===== config.mk =====
export PLATFORM = sky130hd
export DESIGN_NAME = pc_stack_unit
export DESIGN_NICKNAME = d
export VERILOG_FILES = /design/src/rtl/pc_stack_unit.sv
export SDC_FILE = /design/constraint.sdc
export NUM_CORES = 1
export LEC_CHECK = 0
export ABC_AREA = 1
export ABC_CLOCK_PERIOD_IN_PS = 5700
export CAP_MARGIN = 10
export CORE_ASPECT_RATIO = 0.5
export CORE_MARGIN = 2
export CORE_UTILIZATION = 55
export DETAILED_ROUTE_END_ITERATION = 8
export DONT_BUFFER_PORTS = 1
export GPL_ROUTABILITY_DRIVEN = 1
export PLACE_DENSITY_LB_ADDON = 0.25
export SYNTH_ARGS = -nofsm -noshare
export SYNTH_HDL_FRONTEND = slang
export SYNTH_SLANG_ARGS = --single-unit
export TNS_END_PERCENT = 100

===== constraint.sdc =====
create_clock -name clk -period 5.7 [get_ports clk]
set_clock_uncertainty 0.2 [all_clocks]
set_input_delay 0.855 -clock clk [delete_from_list [all_inputs] [get_ports clk]]
set_output_delay 0.855 -clock clk [all_outputs]
set_load 0.05 [all_outputs]

===== src/rtl/pc_stack_unit.sv =====
// Program counter with a hardware return-address stack (JSB/RET support).
// Latency: every state change is visible on the outputs one clock after the sampling edge.
// Backpressure: none is generated; hold=1 freezes PC, stack, pointer and error flags.
//
// Ports:
//   clk, rst            single clock, synchronous active-high reset
//   hold                stall; overrides pc_state, push and pop
//   pc_state[1:0]       next-PC select: 00 inc, 01 return, 10 jump, 11 branch
//   push / pop          JSB (push PC+1) / RET (drop top entry)
//   jmp_target[PC_W]    absolute jump target
//   br_offset[8]        two's-complement branch offset, relative to PC+1
//   pc, top             current PC and top-of-stack (0 when empty)
//   count               valid entries 0..DEPTH
//   empty, full         decoded from count
//   overflow, underflow sticky error flags, cleared only by reset
module pc_stack_unit #(
  parameter int PC_W  = 12,
  parameter int DEPTH = 8
) (
  input  logic                   clk,
  input  logic                   rst,
  input  logic                   hold,
  input  logic [1:0]             pc_state,
  input  logic                   push,
  input  logic                   pop,
  input  logic [PC_W-1:0]        jmp_target,
  input  logic [7:0]             br_offset,
  output logic [PC_W-1:0]        pc,
  output logic [PC_W-1:0]        top,
  output logic [$clog2(DEPTH):0] count,
  output logic                   empty,
  output logic                   full,
  output logic                   overflow,
  output logic                   underflow
);

  localparam int IW = $clog2(DEPTH);
  localparam int CW = IW + 1;
  localparam logic [CW-1:0] DEPTH_C = CW'(DEPTH);

  typedef enum logic [1:0] {
    PC_INC = 2'b00,
    PC_RET = 2'b01,
    PC_JMP = 2'b10,
    PC_BR  = 2'b11
  } pc_sel_e;

  // ---------------------------------------------------------------------------
  // State
  // ---------------------------------------------------------------------------
  logic [PC_W-1:0] pc_q,        pc_d;
  logic [CW-1:0]   count_q,     count_d;
  logic            overflow_q,  overflow_d;
  logic            underflow_q, underflow_d;

  // Stack storage is deliberately not reset: reset only discards entries by
  // clearing the pointer, which keeps the array a plain write-enabled RAM.
  logic [PC_W-1:0] stack_q [DEPTH];

  // Stack write port, computed combinationally and applied at the clock edge.
  logic            wr_en;
  logic [IW-1:0]   wr_idx;
  logic [PC_W-1:0] wr_dat;

  // ---------------------------------------------------------------------------
  // Registered-state decode (no input feeds these, so top/empty/full are
  // free of any combinational path from the controller inputs)
  // ---------------------------------------------------------------------------
  logic            empty_s;
  logic            full_s;
  logic [IW-1:0]   top_idx;
  logic [PC_W-1:0] top_s;

  assign empty_s = (count_q == '0);
  assign full_s  = (count_q == DEPTH_C);
  // When empty this wraps to DEPTH-1, but top_s masks it to zero anyway.
  assign top_idx = IW'(count_q - CW'(1));
  assign top_s   = empty_s ? '0 : stack_q[top_idx];

  // ---------------------------------------------------------------------------
  // Next-PC selection
  // ---------------------------------------------------------------------------
  logic [PC_W-1:0] pc_inc;
  logic [PC_W-1:0] br_ext;
  logic [PC_W-1:0] pc_br;
  pc_sel_e         pc_sel;

  assign pc_inc = pc_q + PC_W'(1);
  // Size cast of a signed operand sign-extends; all sums wrap modulo 2^PC_W.
  assign br_ext = PC_W'($signed(br_offset));
  assign pc_br  = pc_inc + br_ext;
  assign pc_sel = pc_sel_e'(pc_state);

  always_comb begin
    pc_d = pc_q;
    if (!hold) begin
      unique case (pc_sel)
        PC_INC:  pc_d = pc_inc;
        // Return address comes from the current top whether or not pop is
        // asserted; an empty stack falls through to sequential execution.
        PC_RET:  pc_d = empty_s ? pc_inc : top_s;
        PC_JMP:  pc_d = jmp_target;
        PC_BR:   pc_d = pc_br;
        default: pc_d = pc_inc;
      endcase
    end
  end

  // ---------------------------------------------------------------------------
  // Stack pointer, write port and sticky error flags
  // ---------------------------------------------------------------------------
  always_comb begin
    count_d     = count_q;
    overflow_d  = overflow_q;
    underflow_d = underflow_q;
    wr_en       = 1'b0;
    wr_idx      = count_q[IW-1:0];
    wr_dat      = pc_inc;

    if (!hold) begin
      unique case ({push, pop})
        2'b10: begin
          if (full_s) begin
            // Dropped call: PC still moves, only the flag records it.
            overflow_d = 1'b1;
          end else begin
            wr_en   = 1'b1;
            wr_idx  = count_q[IW-1:0];
            count_d = count_q + CW'(1);
          end
        end
        2'b01: begin
          if (empty_s) begin
            underflow_d = 1'b1;
          end else begin
            // Entry contents are left in place; only the pointer moves.
            count_d = count_q - CW'(1);
          end
        end
        2'b11: begin
          if (empty_s) begin
            // Nothing to pop: behaves as a plain push into slot 0. The stack
            // cannot be full here because DEPTH is at least 2.
            wr_en   = 1'b1;
            wr_idx  = '0;
            count_d = CW'(1);
          end else begin
            // Tail-call style replace: overwrite the top, pointer unchanged.
            wr_en  = 1'b1;
            wr_idx = top_idx;
          end
        end
        default: begin
          count_d = count_q;
        end
      endcase
    end
  end

  // ---------------------------------------------------------------------------
  // Sequential state
  // ---------------------------------------------------------------------------
  always_ff @(posedge clk) begin
    if (rst) begin
      pc_q        <= '0;
      count_q     <= '0;
      overflow_q  <= 1'b0;
      underflow_q <= 1'b0;
    end else begin
      pc_q        <= pc_d;
      count_q     <= count_d;
      overflow_q  <= overflow_d;
      underflow_q <= underflow_d;
    end
  end

  // Reset blocks the write so a same-cycle push cannot leave a stale entry
  // behind, but it never clears existing contents.
  always_ff @(posedge clk) begin
    if (!rst && wr_en) begin
      stack_q[wr_idx] <= wr_dat;
    end
  end

  // ---------------------------------------------------------------------------
  // Outputs
  // ---------------------------------------------------------------------------
  assign pc        = pc_q;
  assign top       = top_s;
  assign count     = count_q;
  assign empty     = empty_s;
  assign full      = full_s;
  assign overflow  = overflow_q;
  assign underflow = underflow_q;

endmodule


## After elaboration in Yosys (flattened, before gate mapping)

Memory sizes are Yosys's and may differ from the RTL's.
Index checks and enable logic that the tools add are counted.

| storage, ports and cells | value |
|---|---|
| flip-flop bits (word level) | 18 |
| bits in writable memories | 96 |
| input bits | 27 |
| word-level logic and storage cells | 43 |
| memories | 1 |

Memory list:

| memory | depth | bits a word | rd ports | clocked after memory_dff | write ports | RTL line | source |
|---|---|---|---|---|---|---|---|
| stack_q | 8 | 12 | 1 | 0 | 1 | 58 | `logic [PC_W-1:0] stack_q [DEPTH];` |

| operators by class | value |
|---|---|
| $add $sub $neg | 4 |
| equal/unequal tests | 10 |
| mux-type cells | 15 |
| bitwise gates (word level) | 1 |
| reduce and logical (&&, ||, !) cells | 8 |

Operators with widths:

| kind | count |
|---|---|
| one-hot mux 12 bit (4 select lines) | 1 |
| 2-to-1 mux 12 bit | 2 |
| adder 12 x 1 -> 12 bit (second input constant) | 1 |
| adder 12 bit | 1 |
| 2-to-1 mux 4 bit | 3 |
| one-hot mux 4 bit (3 select lines) | 1 |
| 2-to-1 mux 3 bit | 3 |
| == test 2 bit (second input constant) | 4 |
| inequality test 2 bit (second input constant) | 3 |
| AND reduction 3 bit | 2 |
| AND reduction 5 bit | 1 |
| adder 4 x 1 -> 4 bit (second input constant) | 1 |
| == test 2 x 1 -> 1 bit (second input constant) | 2 |
| == test 4 bit (second input constant) | 1 |
| zero test 4 bit | 1 |
| 2-to-1 mux 1 bit | 4 |
| subtractor 4 x 1 -> 4 bit (second input constant) | 1 |
| nonzero test 3 bit | 1 |
| zero test 2 bit | 1 |
| one-hot mux 1 bit (2 select lines) | 1 |
| logical AND 1 bit | 1 |
| zero test 1 bit | 1 |
| inverter 1 bit | 1 |

## Longest topological paths before layout

Gate-level depths: netlist of the first run.

| depth | value |
|---|---|
| depth after elaboration | 7 |
| depth in mapped cells | 19 |
| gate-level depth less buffers | 19 |

## Worst setup path before layout of the first run

OpenSTA, ideal clock, no wires.

| timing | value |
|---|---|
| path type | reg-to-output |
| start | register count_q[0], in the netlist count[0] |
| end | output port top[0] |
| data arrival time | 2.357 ns |
| data required time | 4.645 ns |
| path slack | 2.288 ns |
| stages on the path, launching flop included | 11 |
| path buffers | 4 |
| path through | dfxtp_1 buf_4 inv_4 buf_2 ha_1 buf_2 buf_2 o21ai_0 o211ai_1 nand3_2 inv_1 |

| between the ends | value |
|---|---|
| longest elaborated chain between the ends | 3 |

RTL lines:

| element | RTL line | source |
|---|---|---|
| start, declared | 52 | `logic [CW-1:0] count_q, count_d;` |
| start signal, assigned | 171 | `count_q <= count_d;` |
| subtractor 4 x 1 -> 4 bit | - |  |
| memory read (8 x 12 bit) | - |  |
| 2-to-1 mux 12 bit (*) | 78 | `assign top_s = empty_s ? '0 : stack_q[top_idx];` |
| end, declared | 29 | `output logic [PC_W-1:0] top,` |

Mark *: on every way between the ends. The rest lies on a longest branch, timed or not.

## Worst setup path in the final report of the first run

| timing | value |
|---|---|
| start | register count_q[1], in the netlist count[1] |
| end | output port top[4] |

The elaborated chain is that of the path after synthesis.

==> results of run 1 <==
==> cell type report <==
| cell class | instances | area [sq um] | share of cell area (%) |
|---|---|---|---|
| multi-input combinational | 495 | 2520 | 36.6 |
| timing repair buffer | 11 | 82.6 | 1.20 |
| tap | 145 | 181 | 2.64 |
| inverter | 71 | 274 | 3.98 |
| clock inverter | 3 | 15.0 | 0.218 |
| clock buffer | 29 | 563 | 8.19 |
| sequential | 114 | 3240 | 47.2 |
==> per-layer routing <==
metal / wire [um] / share of wire (%)
met2: 6590 / 43
met3: 1600 / 10
met1: 6940 / 45
met5: 0 / 0
met4: 234 / 1.5
==> worst max-delay path: stages (launching register included) <==
cell and delay, ns:
sky130_fd_sc_hd__dfxtp_1 0.70, sky130_fd_sc_hd__inv_1 0.21, sky130_fd_sc_hd__ha_1 0.61, sky130_fd_sc_hd__buf_4 0.37, sky130_fd_sc_hd__o21ai_0 0.13, sky130_fd_sc_hd__o211ai_1 0.21, sky130_fd_sc_hd__nand3_1 0.17, sky130_fd_sc_hd__inv_1 0.38
==> registers in the layout, indices dropped and copies added (netlist names) <==
name and cells:
pc 12, stack_q 96, overflow 1, count 4, underflow 1
==> cell families after synthesis <==
group	Yosys count	share of synthesized area, %
simple gates	357	24.7
flops	114	52.2
compound gates	113	10.7
buf+inv	97	7.30
fa+ha+maj	19	3.95
xor+xnor	6	1.15
==> Yosys cell counts, drive strengths merged <==
cell	count	area, sq um
nor3	3	20.0
o31ai	2	15.0
xnor2	3	45.1
o22ai	2	12.5
nand4	4	25.0
a211oi	4	30.0
o21ai	70	354
buf	22	153
fa	1	20.0
xor2	3	26.3
ha	18	225
nor4	1	21.3
clkbuf	4	26.3
or2	1	6.26
nand3	59	363
a21oi	15	75.1
o21bai	2	15.0
edfxtp	96	2880
a221oi	2	17.5
nand2	167	632
nand3b	1	7.51
a31oi	2	12.5
a21o	2	15.0
nor2	121	459
inv	70	270
o211ai	12	115
dfxtp	18	360
clkinv	1	3.75
==> layout by cell type (no fill, tap or decap), drive strengths merged, types with 11 or more instances in the layout <==
master / count
nand3: 59
o21ai: 70
nor2: 121
a21oi: 15
o211ai: 12
nand2: 167
dfxtp: 18
buf: 11
ha: 18
clkbuf: 29
edfxtp: 96
inv: 70
==> power breakdown <==
group / leakage (nW) / internal (mW) / switching [mW]
registers: 1.00 / 0.936 / 0.0576
clock network: 0.288 / 0.663 / 0.350
logic: 1.60 / 0.146 / 0.473
total: 2.89 / 1.75 / 0.880
==> final timing paths <==
kind / start / to / slack (ns) / depth (start not counted)
worst max-delay path: count[1] / top[4] / 1.45 / 7
worst min-delay path: rst / underflow / 0.31 / 1
worst max register to register: pc[0] / pc[7] / 2.21 / 14
worst min register to register: overflow / overflow / 0.51 / 2
==> metrics by stage <==
| step | setup slack, ns | cells | power, mW |
|---|---|---|---|
| finish | 1.45 | 868 | 2.63 |
| global route | 1.22 | 868 | 2.73 |
| CTS | 1.47 | 868 | 2.62 |
| detailed placement | 1.90 | 836 | 1.62 |
| global placement | 1.94 | 836 | 1.61 |
| floorplan | 2.29 | 706 | 1.51 |
==> flow_summary.html, run 1 <==
<table>
<tr><th>Metric</th><th>Value</th></tr>
<tr><th colspan="2">Outcome</th></tr>
<tr><td>Result of the run</td><td>finished clean</td></tr>
<tr><th colspan="2">Power</th></tr>
<tr><td>Power Dens Cells</td><td>382 nW/um^2</td></tr>
<tr><td>Maximum vdd ir drop</td><td>256 uV</td></tr>
<tr><td>Leakage component of the power</td><td>2.89 nW</td></tr>
<tr><th colspan="2">Critical path</th></tr>
<tr><td>Kind of launch point of the worst setup path</td><td>register</td></tr>
<tr><td>Largest fanout on the critical path</td><td>23</td></tr>
<tr><td>Data required time of the worst path</td><td>4.64 ns</td></tr>
<tr><td>Sort of element at the end of the critical path</td><td>primary output</td></tr>
<tr><td>Data arrival time of the worst path</td><td>3.20 ns</td></tr>
<tr><td>Path type of the worst setup path</td><td>register to primary output</td></tr>
<tr><th colspan="2">Layout</th></tr>
<tr><td>Filler cell count in the final layout</td><td>875</td></tr>
<tr><td>Net count reported at finish</td><td>756</td></tr>
<tr><td>Layout overhead on the synthesized area</td><td>10.8%</td></tr>
<tr><td>Post-route cell area</td><td>6880 sq um</td></tr>
<tr><td>Antenna cells</td><td>0</td></tr>
<tr><td>Share of post-route cells with drive strength above 1</td><td>10.1%</td></tr>
<tr><td>Final core area utilization</td><td>62.6%</td></tr>
<tr><th colspan="2">CTS</th></tr>
<tr><td>Clock buffer depth</td><td>2</td></tr>
<tr><td>Number of sinks on the clock net</td><td>114</td></tr>
<tr><td>Quantity of hold-fixing buffers added after cts</td><td>0</td></tr>
<tr><td>Post-CTS setup repair buffer count</td><td>0</td></tr>
<tr><td>Clock latency of the later-clocked register in the worst-skew pair</td><td>0.41 ns</td></tr>
<tr><td>Root buffer cell</td><td>sky130_fd_sc_hd__clkbuf_16</td></tr>
<tr><td>Clock tree from TritonCTS</td><td>done</td></tr>
<tr><td>Post_cts resized</td><td>0</td></tr>
<tr><td># H-tree levels</td><td>4</td></tr>
<tr><td>Clock buffers created by TritonCTS</td><td>17</td></tr>
<tr><td>Clock-pin slew on the worst setup and hold paths</td><td>0.05 ns</td></tr>
<tr><th colspan="2">Routing</th></tr>
<tr><td>Post-route DRC violation count</td><td>0</td></tr>
<tr><td>Via density per instance</td><td>5.67</td></tr>
<tr><td>Vias after detailed routing</td><td>4923</td></tr>
<tr><td>Initial DRT Pass Iterations</td><td>5</td></tr>
<tr><td>Drt initial violations</td><td>479</td></tr>
<tr><td>Final WL</td><td>15.4 mm</td></tr>
<tr><td>ANT nets after route</td><td>0</td></tr>
<tr><td>Routed wire length per instance</td><td>17.7 um</td></tr>
<tr><th colspan="2">Global routing</th></tr>
<tr><td>GR met1 Demand/Resource</td><td>37.6%</td></tr>
<tr><td>All-Layer GR Usage</td><td>26.6%</td></tr>
<tr><td>Met3 global-route usage</td><td>7.59%</td></tr>
<tr><td>Number of global-route vias before repair</td><td>4589</td></tr>
<tr><td>First-pass GRT wire length</td><td>24.3 mm</td></tr>
<tr><td>Global route hottest layer</td><td>met2</td></tr>
<tr><td>Maximum number of pins on one net before global-route repair</td><td>55</td></tr>
<tr><td>Initial antenna violation count</td><td>0</td></tr>
<tr><td>Overflow left after global routing</td><td>0</td></tr>
<tr><td>Met2 global-route usage</td><td>40.5%</td></tr>
<tr><th colspan="2">STA</th></tr>
<tr><td># setup viols final</td><td>0</td></tr>
<tr><td>Summed negative setup slack over all endpoints</td><td>0 ns</td></tr>
<tr><td>Worst Max-Slew Pin Slew</td><td>1.09 ns</td></tr>
<tr><td>Relative max-transition margin</td><td>27.2%</td></tr>
<tr><td>Maximum clock frequency</td><td>235 MHz</td></tr>
<tr><td>Share of the cycle needed by the critical path after routing</td><td>74.6%</td></tr>
<tr><td>Time the final worst path needs with I/O delays and setup</td><td>4.25 ns</td></tr>
<tr><td>Setup repair after global routing missed its margin</td><td>no</td></tr>
<tr><td>Post-route worst hold slack</td><td>0.311 ns</td></tr>
<tr><td>Pins Over Slew Limit</td><td>0</td></tr>
<tr><td>Number of failing hold endpoints at the final stage</td><td>0</td></tr>
<tr><th colspan="2">Place</th></tr>
<tr><td>Final weighted congestion in routability-driven placement</td><td>0.908</td></tr>
<tr><td>Dpl hpwl</td><td>10.1 mm</td></tr>
<tr><td>Cell area after placement</td><td>6300 sq um</td></tr>
<tr><td>Count of input and output buffers</td><td>0</td></tr>
<tr><th colspan="2">Logic synthesis</th></tr>
<tr><td>Warning count from the yosys run</td><td>0</td></tr>
<tr><td>Post-Synthesis Mean Instance Area</td><td>8.79 sq um</td></tr>
<tr><td>Gate count after technology mapping</td><td>706</td></tr>
<tr><td>Net count of the mapped netlist</td><td>752</td></tr>
<tr><td>Sequential-to-total area share from yosys stat</td><td>52.2%</td></tr>
<tr><td>Mapped Area</td><td>6210 sq um</td></tr>
<tr><td>Synth unique cells</td><td>44</td></tr>
<tr><td>Flop and latch count out of synthesis</td><td>114</td></tr>
<tr><th colspan="2">Die</th></tr>
<tr><td>Core box area</td><td>11000 sq um</td></tr>
<tr><td>I/O pins</td><td>59</td></tr>
<tr><td>Horizontal extent of the die</td><td>154 um</td></tr>
<tr><td>Number of placement rows</td><td>27</td></tr>
<tr><td>Effective utilization at floorplan</td><td>56.5%</td></tr>
<tr><td>Vertical extent of the die</td><td>79.1 um</td></tr>
<tr><td>Die outline area</td><td>12200 sq um</td></tr>
<tr><th colspan="2">Worst hold path</th></tr>
<tr><td>HP Class</td><td>input port to register</td></tr>
<tr><th colspan="2">Run</th></tr>
<tr><td>Number of violations of the max-capacitance limit</td><td>0</td></tr>
</table>
(Power assumes the default switching activity.)
==> run 2: changes to the inputs <==
--- a/config.mk
+++ b/config.mk
@@ -6,7 +6,7 @@
 export NUM_CORES = 1
 export LEC_CHECK = 0
 export ABC_AREA = 1
-export ABC_CLOCK_PERIOD_IN_PS = 5700
+export ABC_CLOCK_PERIOD_IN_PS = 4200
 export CAP_MARGIN = 10
 export CORE_ASPECT_RATIO = 0.5
 export CORE_MARGIN = 2
==> constraint.sdc (replaced) <==
create_clock -name clk -period 4.2 [get_ports clk]
set_clock_uncertainty 0.2 [all_clocks]
set_input_delay 0.63 -clock clk [delete_from_list [all_inputs] [get_ports clk]]
set_output_delay 0.63 -clock clk [all_outputs]
set_load 0.05 [all_outputs]
==> flow_summary.html, run 2 (synthesis gave the netlist of run 1 again) <==
<table>
<tr><th>Metric</th><th>Value</th></tr>
<tr><th colspan="2">Worst hold path</th></tr>
<tr><td>Endpoint, Worst Hold</td><td>count[0]</td></tr>
<tr><td>Min-Delay Path Depth</td><td>1</td></tr>
<tr><td>Beginning of the worst hold path</td><td>rst</td></tr>
<tr><td>HP Class</td><td>input port to register</td></tr>
<tr><th colspan="2">Die</th></tr>
<tr><td>Die outline area</td><td>12200 sq um</td></tr>
<tr><td>Core box area</td><td>11000 sq um</td></tr>
<tr><td>Effective utilization at floorplan</td><td>56.5%</td></tr>
<tr><td>Vertical extent of the die</td><td>79.1 um</td></tr>
<tr><td>I/O pins</td><td>59</td></tr>
<tr><td>Number of placement rows</td><td>27</td></tr>
<tr><td>Horizontal extent of the die</td><td>154 um</td></tr>
<tr><th colspan="2">STA</th></tr>
<tr><td>Time the final worst path needs with I/O delays and setup</td><td>3.88 ns</td></tr>
<tr><td># setup viols final</td><td>0</td></tr>
<tr><td>Summed negative setup slack over all endpoints</td><td>0 ns</td></tr>
<tr><td>Setup repair after global routing missed its margin</td><td>no</td></tr>
<tr><td>Share of the cycle needed by the critical path after routing</td><td>92.5%</td></tr>
<tr><td>Pins Over Slew Limit</td><td>0</td></tr>
<tr><td>Worst Max-Slew Pin Slew</td><td>1.05 ns</td></tr>
<tr><td>Number of failing hold endpoints at the final stage</td><td>0</td></tr>
<tr><td>Relative max-transition margin</td><td>29.8%</td></tr>
<tr><td>Post-route worst hold slack</td><td>0.0878 ns</td></tr>
<tr><td>Maximum clock frequency</td><td>257 MHz</td></tr>
<tr><th colspan="2">CTS</th></tr>
<tr><td># H-tree levels</td><td>4</td></tr>
<tr><td>Clock latency of the later-clocked register in the worst-skew pair</td><td>0.41 ns</td></tr>
<tr><td>Post_cts resized</td><td>0</td></tr>
<tr><td>Root buffer cell</td><td>sky130_fd_sc_hd__clkbuf_16</td></tr>
<tr><td>Clock buffers created by TritonCTS</td><td>17</td></tr>
<tr><td>Clock-pin slew on the worst setup and hold paths</td><td>0.06 ns</td></tr>
<tr><td>Post-CTS setup repair buffer count</td><td>0</td></tr>
<tr><td>Clock tree from TritonCTS</td><td>done</td></tr>
<tr><td>Quantity of hold-fixing buffers added after cts</td><td>0</td></tr>
<tr><td>Number of sinks on the clock net</td><td>114</td></tr>
<tr><td>Clock buffer depth</td><td>2</td></tr>
<tr><th colspan="2">Layout</th></tr>
<tr><td>Layout overhead on the synthesized area</td><td>12.9%</td></tr>
<tr><td>Biggest register</td><td>stack_q</td></tr>
<tr><td>Share of post-route cells with drive strength above 1</td><td>11.9%</td></tr>
<tr><td>Net count reported at finish</td><td>770</td></tr>
<tr><td>Filler cell count in the final layout</td><td>868</td></tr>
<tr><td>Antenna cells</td><td>0</td></tr>
<tr><td>Commonest non-fill, non-tap cell in the layout</td><td>sky130_fd_sc_hd__nand2_1</td></tr>
<tr><td>Post-route cell area</td><td>7010 sq um</td></tr>
<tr><td>Flip-flop count of the largest register after layout</td><td>96</td></tr>
<tr><td>Leading cell types in the layout, fill and taps excluded</td><td>sky130_fd_sc_hd__nand2_1 (165), sky130_fd_sc_hd__nor2_1 (119), sky130_fd_sc_hd__edfxtp_1 (96)</td></tr>
<tr><th colspan="2">Power</th></tr>
<tr><td>Power Dens Cells</td><td>519 nW/um^2</td></tr>
<tr><td>Leakage component of the power</td><td>2.97 nW</td></tr>
<tr><td>Total power consumption of the routed design</td><td>3.64 mW</td></tr>
<tr><td>Maximum vdd ir drop</td><td>394 uV</td></tr>
<tr><th colspan="2">Routing</th></tr>
<tr><td>Vias after detailed routing</td><td>4976</td></tr>
<tr><td>Initial DRT Pass Iterations</td><td>5</td></tr>
<tr><td>Via density per instance</td><td>5.64</td></tr>
<tr><td>Routed wire length per instance</td><td>18.1 um</td></tr>
<tr><td>Post-route DRC violation count</td><td>0</td></tr>
<tr><td>Drt initial violations</td><td>459</td></tr>
<tr><td>ANT nets after route</td><td>0</td></tr>
<tr><td>Final WL</td><td>16.0 mm</td></tr>
<tr><th colspan="2">Run</th></tr>
<tr><td>Number of violations of the max-capacitance limit</td><td>0</td></tr>
<tr><th colspan="2">Critical path</th></tr>
<tr><td>Kind of launch point of the worst setup path</td><td>register</td></tr>
<tr><td>Data required time of the worst path</td><td>3.37 ns</td></tr>
<tr><td>Data arrival time of the worst path</td><td>3.05 ns</td></tr>
<tr><td>R2r endpoint</td><td>pc[7]</td></tr>
<tr><td>Sort of element at the end of the critical path</td><td>primary output</td></tr>
<tr><td>Internal reg-to-reg setup slack</td><td>0.83 ns</td></tr>
<tr><td>Worst flop-to-flop path startpoint</td><td>pc[2]</td></tr>
<tr><td>Worst Reg2Reg Path Length in Cells</td><td>14</td></tr>
<tr><td>Path type of the worst setup path</td><td>register to primary output</td></tr>
<tr><td>Largest fanout on the critical path</td><td>34</td></tr>
<tr><th colspan="2">Place</th></tr>
<tr><td>Final weighted congestion in routability-driven placement</td><td>0.905</td></tr>
<tr><td>Count of input and output buffers</td><td>0</td></tr>
<tr><td>Dpl hpwl</td><td>10.6 mm</td></tr>
<tr><td>Cell area after placement</td><td>6400 sq um</td></tr>
<tr><th colspan="2">Global routing</th></tr>
<tr><td>Maximum number of pins on one net before global-route repair</td><td>55</td></tr>
<tr><td>First-pass GRT wire length</td><td>25.2 mm</td></tr>
<tr><td>Overflow left after global routing</td><td>0</td></tr>
<tr><td>All-Layer GR Usage</td><td>27.6%</td></tr>
<tr><td>Initial antenna violation count</td><td>0</td></tr>
<tr><td>Number of global-route vias before repair</td><td>4765</td></tr>
<tr><th colspan="2">Outcome</th></tr>
<tr><td>Result of the run</td><td>finished clean</td></tr>
</table>
-- run 2: cell types whose count changed in the layout (fill, tap and decap cells not counted) --
cell / before / now
sky130_fd_sc_hd__buf_4: 11 / 25
sky130_fd_sc_hd__clkbuf_8: 5 / 8
sky130_fd_sc_hd__clkinv_2: 3 / 1
sky130_fd_sc_hd__clkbuf_1: 5 / 4
-- run 2: power by group --
part | total (mW) | switching (mW) | internal, mW
Combinational | 0.897 | 0.678 | 0.218
Clock | 1.43 | 0.475 | 0.951
Sequential | 1.32 | 0.0465 | 1.27
-- run 2: through the flow --
step,cells,setup WS [ns],utilization [%]
after floorplan,706,1.01,-
after global placement,850,0.835,58.3
after detailed placement,850,0.769,58.3
after CTS,882,0.337,63.9
after global routing,882,0.121,63.9
final,882,0.315,63.9
-- run 2: critical path, stage by stage (launching register included) --
cell	delay [ns]
sky130_fd_sc_hd__dfxtp_1	0.71
sky130_fd_sc_hd__inv_1	0.21
sky130_fd_sc_hd__ha_1	0.33
sky130_fd_sc_hd__buf_4	0.33
sky130_fd_sc_hd__inv_2	0.22
sky130_fd_sc_hd__nor2_1	0.18
sky130_fd_sc_hd__o21ai_0	0.12
sky130_fd_sc_hd__nand3_2	0.11
sky130_fd_sc_hd__nand3_2	0.08
sky130_fd_sc_hd__inv_1	0.33
-- run 2: worst max path at each step --
stage,startpoint,endpoint,slack [ns],cells past startpoint
finish,count[1],top[8],0.32,9
global route,count[1],top[7],0.12,9
CTS,count[1],top[8],0.34,9
detailed placement,count[1],top[8],0.77,9
global placement,count[1],top[8],0.83,9
floorplan,count[0],top[0],1.01,10
-- run 2: layer usage --
layer,wire length (um),GRT usage [%],part of all wire (%)
met1,7250,39.9,45
met2,6920,40.5,43
met3,1610,6.82,10
met4,221,10.3,1.4
met5,0,0,0
-- run 2: area by class of cell --
class                           count  area (sq um)  share of cell area, %
Multi-Input combinational cell    495          2520                   35.9
Timing Repair Buffer               25           188                   2.68
Sequential cell                   114          3240                   46.3
Clock buffer                       31           601                   8.57
Inverter                           71           274                   3.91
Tap cell                          145           181                   2.59
Clock inverter                      1          5.00                 0.0714
